[src/rtl/layer_sequencer.sv]
// rtl/layer_sequencer.sv - fully-connected layer sequencer: input broadcast, result capture, ordered drain
module layer_sequencer #(
    parameter int numNeuron = 30,
    parameter int numWeight = 784,
    parameter int dataWidth = 16
) (
    input  logic                           clk,
    input  logic                           rst,
    input  logic [dataWidth-1:0]           in_data,
    input  logic                           in_valid,
    output logic                           in_ready,
    output logic [dataWidth-1:0]           neuron_in,
    output logic                           neuron_in_valid,
    input  logic [numNeuron*dataWidth-1:0] neuron_out,
    input  logic [numNeuron-1:0]           neuron_out_valid,
    output logic [dataWidth-1:0]           out_data,
    output logic                           out_valid,
    input  logic                           out_ready,
    output logic                           busy,
    output logic                           layer_done
);

    localparam int CNT_W = $clog2(numWeight + 1);
    localparam int IDX_W = (numNeuron > 1) ? $clog2(numNeuron) : 1;
    localparam logic [CNT_W-1:0] LAST_IN  = CNT_W'(numWeight - 1);
    localparam logic [IDX_W-1:0] LAST_OUT = IDX_W'(numNeuron - 1);

    localparam logic [1:0] S_IDLE  = 2'd0;
    localparam logic [1:0] S_FEED  = 2'd1;
    localparam logic [1:0] S_WAIT  = 2'd2;
    localparam logic [1:0] S_DRAIN = 2'd3;

    logic [1:0]           state;
    logic [CNT_W-1:0]     in_cnt;
    logic [IDX_W-1:0]     out_idx;
    logic [numNeuron-1:0] flag;
    logic [numNeuron-1:0] cap_en;
    logic [numNeuron-1:0] flag_next;
    logic [dataWidth-1:0] cap [numNeuron];
    logic                 accept;
    logic                 xfer;

    assign accept    = in_valid && in_ready;
    assign xfer      = out_valid && out_ready;
    // Only the first outvalid of each neuron per pass is kept.
    assign cap_en    = (state != S_IDLE) ? (neuron_out_valid & ~flag) : '0;
    assign flag_next = flag | cap_en;

    always_comb begin
        in_ready  = (state == S_FEED);
        out_valid = (state == S_DRAIN);
        out_data  = '0;
        if (state == S_DRAIN) begin
            out_data = cap[out_idx];
        end
        busy = (state == S_WAIT) || (state == S_DRAIN) ||
               ((state == S_FEED) && (in_cnt != '0));
    end

    always_ff @(posedge clk) begin
        if (rst) begin
            state           <= S_IDLE;
            in_cnt          <= '0;
            out_idx         <= '0;
            flag            <= '0;
            neuron_in       <= '0;
            neuron_in_valid <= 1'b0;
            layer_done      <= 1'b0;
            for (int k = 0; k < numNeuron; k++) begin
                cap[k] <= '0;
            end
        end else begin
            neuron_in_valid <= accept;
            layer_done      <= 1'b0;
            if (accept) begin
                neuron_in <= in_data;
            end
            for (int k = 0; k < numNeuron; k++) begin
                if (cap_en[k]) begin
                    cap[k] <= neuron_out[k*dataWidth +: dataWidth];
                end
            end

            case (state)
                S_IDLE: begin
                    in_cnt  <= '0;
                    out_idx <= '0;
                    flag    <= '0;
                    state   <= S_FEED;
                end
                S_FEED: begin
                    flag <= flag_next;
                    if (accept) begin
                        in_cnt <= in_cnt + 1'b1;
                        if (in_cnt == LAST_IN) begin
                            state <= S_WAIT;
                        end
                    end
                end
                S_WAIT: begin
                    flag <= flag_next;
                    // Captures landing on this edge count, so no idle cycle before draining.
                    if (&flag_next) begin
                        state <= S_DRAIN;
                    end
                end
                default: begin
                    flag <= flag_next;
                    if (xfer) begin
                        out_idx <= out_idx + 1'b1;
                        if (out_idx == LAST_OUT) begin
                            state      <= S_IDLE;
                            layer_done <= 1'b1;
                        end
                    end
                end
            endcase
        end
    end

endmodule

[config.mk]
export PLATFORM = sky130hd
export DESIGN_NAME = layer_sequencer
export DESIGN_NICKNAME = d
export VERILOG_FILES = /design/src/rtl/layer_sequencer.sv
export SDC_FILE = /design/constraint.sdc
export NUM_CORES = 1
export LEC_CHECK = 0
export BUFFER_PORTS_ARGS = -buffer_cell sky130_fd_sc_hd__buf_2
export CORE_AREA = 2 2 220 222
export DETAILED_ROUTE_END_ITERATION = 12
export DIE_AREA = 0 0 222 224
export PLACE_DENSITY = 0.83
export SLEW_MARGIN = 40
export SYNTH_ARGS = -nofsm -noshare
export SYNTH_HDL_FRONTEND = slang
export SYNTH_SLANG_ARGS = --single-unit
export TNS_END_PERCENT = 30
[constraint.sdc]
create_clock -name clk -period 6.5 [get_ports clk]
set_input_delay 0.325 -clock clk [delete_from_list [all_inputs] [get_ports clk]]
set_output_delay 0.325 -clock clk [all_outputs]
set_load 0.005 [all_outputs]
==> flow_summary_export.csv <==
group,metric,value,unit
worst_setup_path,crit_path_frequent_cell,"mux4_2",
worst_setup_path,critPathBufInv,3,
sta,slew_headroom,44.02,%
detailed_routing,first_pass_iters,5,
clocking,clk_transition_reported_paths,0.06,ns
clocking,ctsLongestPathBuffers,3,
detailed_routing,route.detailed.drc,0,
logic_synthesis,synth.net_count,2260,
pwr,power.density_cell_area,308.8,nW/µm²
detailed_routing,first_iter_violations,1894,
sta,finalMaxSlewViolations,0,
logic_synthesis,yosysSeqAreaShare,64.30,%
worst_setup_path,signal_arrival_time_at_the_worst_endpoint,3.67,ns
sta,finalHoldViolations,0,
place,gp_congestion,1.057,
place,place.detailed.instances,2831,
sta,worst-slew-pin-transition,0.8397,ns
outcome,outcome,"completed",
floorplan,dieArea,49730,µm²
pwr,leakage,0.01277,µW
layout,final-instance-count-excl-fill,3193,
clocking,htree_num_levels,2,
clocking,clock-sinks,550,
sta,timing.final.setup_violations,0,
global_route,grt_start_max_net_pins,107,
logic_synthesis,synth_enable_flop_cells,480,
floorplan,row_count,80,
logic_synthesis,syn-instance-count,1721,
layout,design.final.nets,3064,
clocking,ctsRootBufferMaster,"clkbuf_16",
place,port-buffer-count,566,
worst_setup_path,timing.critical_path.slowest_stage_cell,"dfxtp_4",
sta,layout_min_cycle_time,3.999,ns
floorplan,top_level_ports,567,
detailed_routing,routed_wirelength,84230,µm
global_route,wire_length_of_the_first_global_routing_pass,121200,µm
logic_synthesis,yosys.area.top_type,"edfxtp_1",
floorplan,initial_utilization,51.95,%
worst_setup_path,critical_path.top_delay_family,"multiplexers",
global_route,grt_antenna_before_repair,12,
place,dpl.hpwl,57840,µm
global_route,grt_pass1_vias,18970,
pwr,ir_worst_vdd,0.2326,mV
logic_synthesis,post_synthesis_register_bit_count,550,
worst_setup_path,cp-end-kind,"output port",
detailed_routing,antenna_left,0,
logic_synthesis,synthesis.area,24590,µm²
global_route,gr-total-overflow,0,
worst_setup_path,worstSetupStartpointType,"flip-flop",
worst_setup_path,worst-setup-path-type,"reg -> out",
worst_hold_path,holdCritPathClass,"in -> reg",
logic_synthesis,count_of_different_cell_masters_after_synthesis,45,
sta,setup_tns,0,ns
worst_setup_path,cp_max_fo,30,
detailed_routing,vias,18560,
flow_run,timing.max_cap.violations,0,
sta,fmaxAchievable,0.2501,GHz
worst_setup_path,cp_data_required_time,6.17,ns
detailed_routing,drt-vias-per-instance,5.811,
layout,syn2layout_area_growth,32.22,%
worst_setup_path,cpPeakStageDelay,0.64,ns
logic_synthesis,async_flop_share,0,%
clocking,cts_tree,"built",
floorplan,floorplan.die.height,224,µm
sta,worst_clock_skew,0.02038,ns
layout,layout.cells.most_common_list,"565 x buf_2, 480 x edfxtp_1, 288 x and2_1, 250 x dlygate4sd3_1, 194 x nor2b_1",
global_route,grt_usage,33.67,%
sta,setup_repair_after_global_routing_missed_its_margin,"false",
layout,drive_above_1_share,32.52,%
logic_synthesis,synth.yosys.warnings,0,
detailed_routing,wl_per_cell,26.38,µm
sta,finalWorstSetupSlack,2.501,ns
layout,layout.cells.most_common,"buf_2",
sta,layout_worst_path_cycle_share,61.52,%
logic_synthesis,ys_top_cells_by_area,"edfxtp_1 59%, mux4_2 12%, and2_1 7.3%",
worst_setup_path,worstPathCellList,"buf_12 > buf_4 > mux4_2 > mux4_2 > nand2_1 > o21ai_0 > buf_2",
clocking,clkLatencyLatePin,0.62,ns
logic_synthesis,synth_ff_type,"edfxtp_1",
logic_synthesis,netlist.area_leader.share,58.61,%
logic_synthesis,avgSynthCellArea,14.29,µm²
floorplan,core_area,47350,µm²
floorplan,die_w,222,µm
place,place_worst_setup_slack,3.019,ns
clocking,cts-buffers-inserted,56,
-- sequential cells by signal, summed over array words and instances, names as in the netlist, named ones only --
| signal | cells |
|---|---|
| out_idx | 5 |
| flag | 30 |
| state | 2 |
| neuron_in_valid | 1 |
| cap | 480 |
| in_cnt | 10 |
| neuron_in | 16 |
| layer_done | 1 |
-- layer usage --
metal | GRT usage, % | wire [µm] | vias to the layer above
li1 | - | - | 7868
met1 | 43.75 | 31490 | 9094
met2 | 54.64 | 39930 | 1334
met3 | 7.162 | 8472 | 253
met4 | 15.95 | 4291 | 6
met5 | 0 | 44 | -
-- path summary, 6_finish.rpt --
| kind | start | endpoint | slack [ns] | cells after the start |
|---|---|---|---|---|
| hold / removal | neuron_out[26] | cap[1][10]$_SDFFCE_PN0P_ | 0.01 | 2 |
| setup reg to reg | state[0]$_SDFFE_PP0P_ | cap[5][6]$_SDFFCE_PN0P_ | 3.61 | 7 |
| setup / recovery | flip-flop | out_data[7] | 2.50 | 7 |
| hold reg to reg | neuron_in[4]$_SDFFE_PP0P_ | neuron_in[4]$_SDFFE_PP0P_ | 0.45 | 2 |
-- cell families after synthesis --
logic type,Yosys count,synth area share [%]
multiplexers,163,13.15
buffers and inverters,108,1.714
AND/OR/NAND/NOR,759,17.13
flip-flops,550,64.30
AO/OA/AOI/OAI,127,3.063
adder cells (fa/ha/maj),9,0.4579
XOR/XNOR,5,0.1781
-- power breakdown --
part	internal (µW)	switching, µW
Combinational	786	1190
Clock	1730	1380
Sequential	4670	282
Total	7190	2850
-- cells in the mapped netlist (2+ instances only) --
| cell | n |
|---|---|
| clkbuf_1 | 76 |
| inv_1 | 7 |
| mux4_2 | 128 |
| and2_1 | 288 |
| xnor2_1 | 2 |
| ha_1 | 9 |
| nand2_1 | 66 |
| dfxtp_1 | 70 |
| a21oi_1 | 56 |
| a311oi_1 | 2 |
| mux2i_1 | 34 |
| nor3_1 | 5 |
| o22ai_1 | 7 |
| a21o_1 | 13 |
| o21bai_1 | 18 |
| nor4_1 | 8 |
| nand4_1 | 11 |
| o31ai_1 | 2 |
| buf_2 | 13 |
| o21ai_0 | 23 |
| nor2b_1 | 194 |
| buf_1 | 12 |
| edfxtp_1 | 480 |
| nand2b_1 | 20 |
| nand3_1 | 7 |
| nor2_1 | 149 |
| xor2_1 | 3 |
-- timing repair --
item / in CTS / in global routing
endpoints found under the hold margin: 250 / 0
setup buffers: 0 / 0
hold buffers: 250 / 0
endpoints found under the setup margin: 0 / 0
gates resized for setup: 0 / 0
-- area by class of cell --
cell class / instances / area [µm²]
Timing Repair Buffer: 847 / 5654
Tap cell: 615 / 769.5
Clock inverter: 29 / 187.7
Fill cell: 3166 / 14830
Multi-Input combinational cell: 1063 / 8496
Antenna cell: 7 / 17.52
Inverter: 7 / 26.28
Sequential cell: 550 / 15830
Clock buffer: 75 / 1541
-- per-stage QoR --
stage          cell area, µm²  total power, µW  utilization [%]  hold slack (ns)
6_report                32520            10040            68.69          0.01062
5_1_grt                 32510            10350            68.67         0.001644
4_1_cts                 32470             9997            68.59        0.0003182
3_5_place_dp            28240             6815            59.65           0.4448
3_3_place_gp            28050             6713            59.25           0.4400
2_1_floorplan           24590             5877                -           0.4408
(Power assumes the default switching activity.)
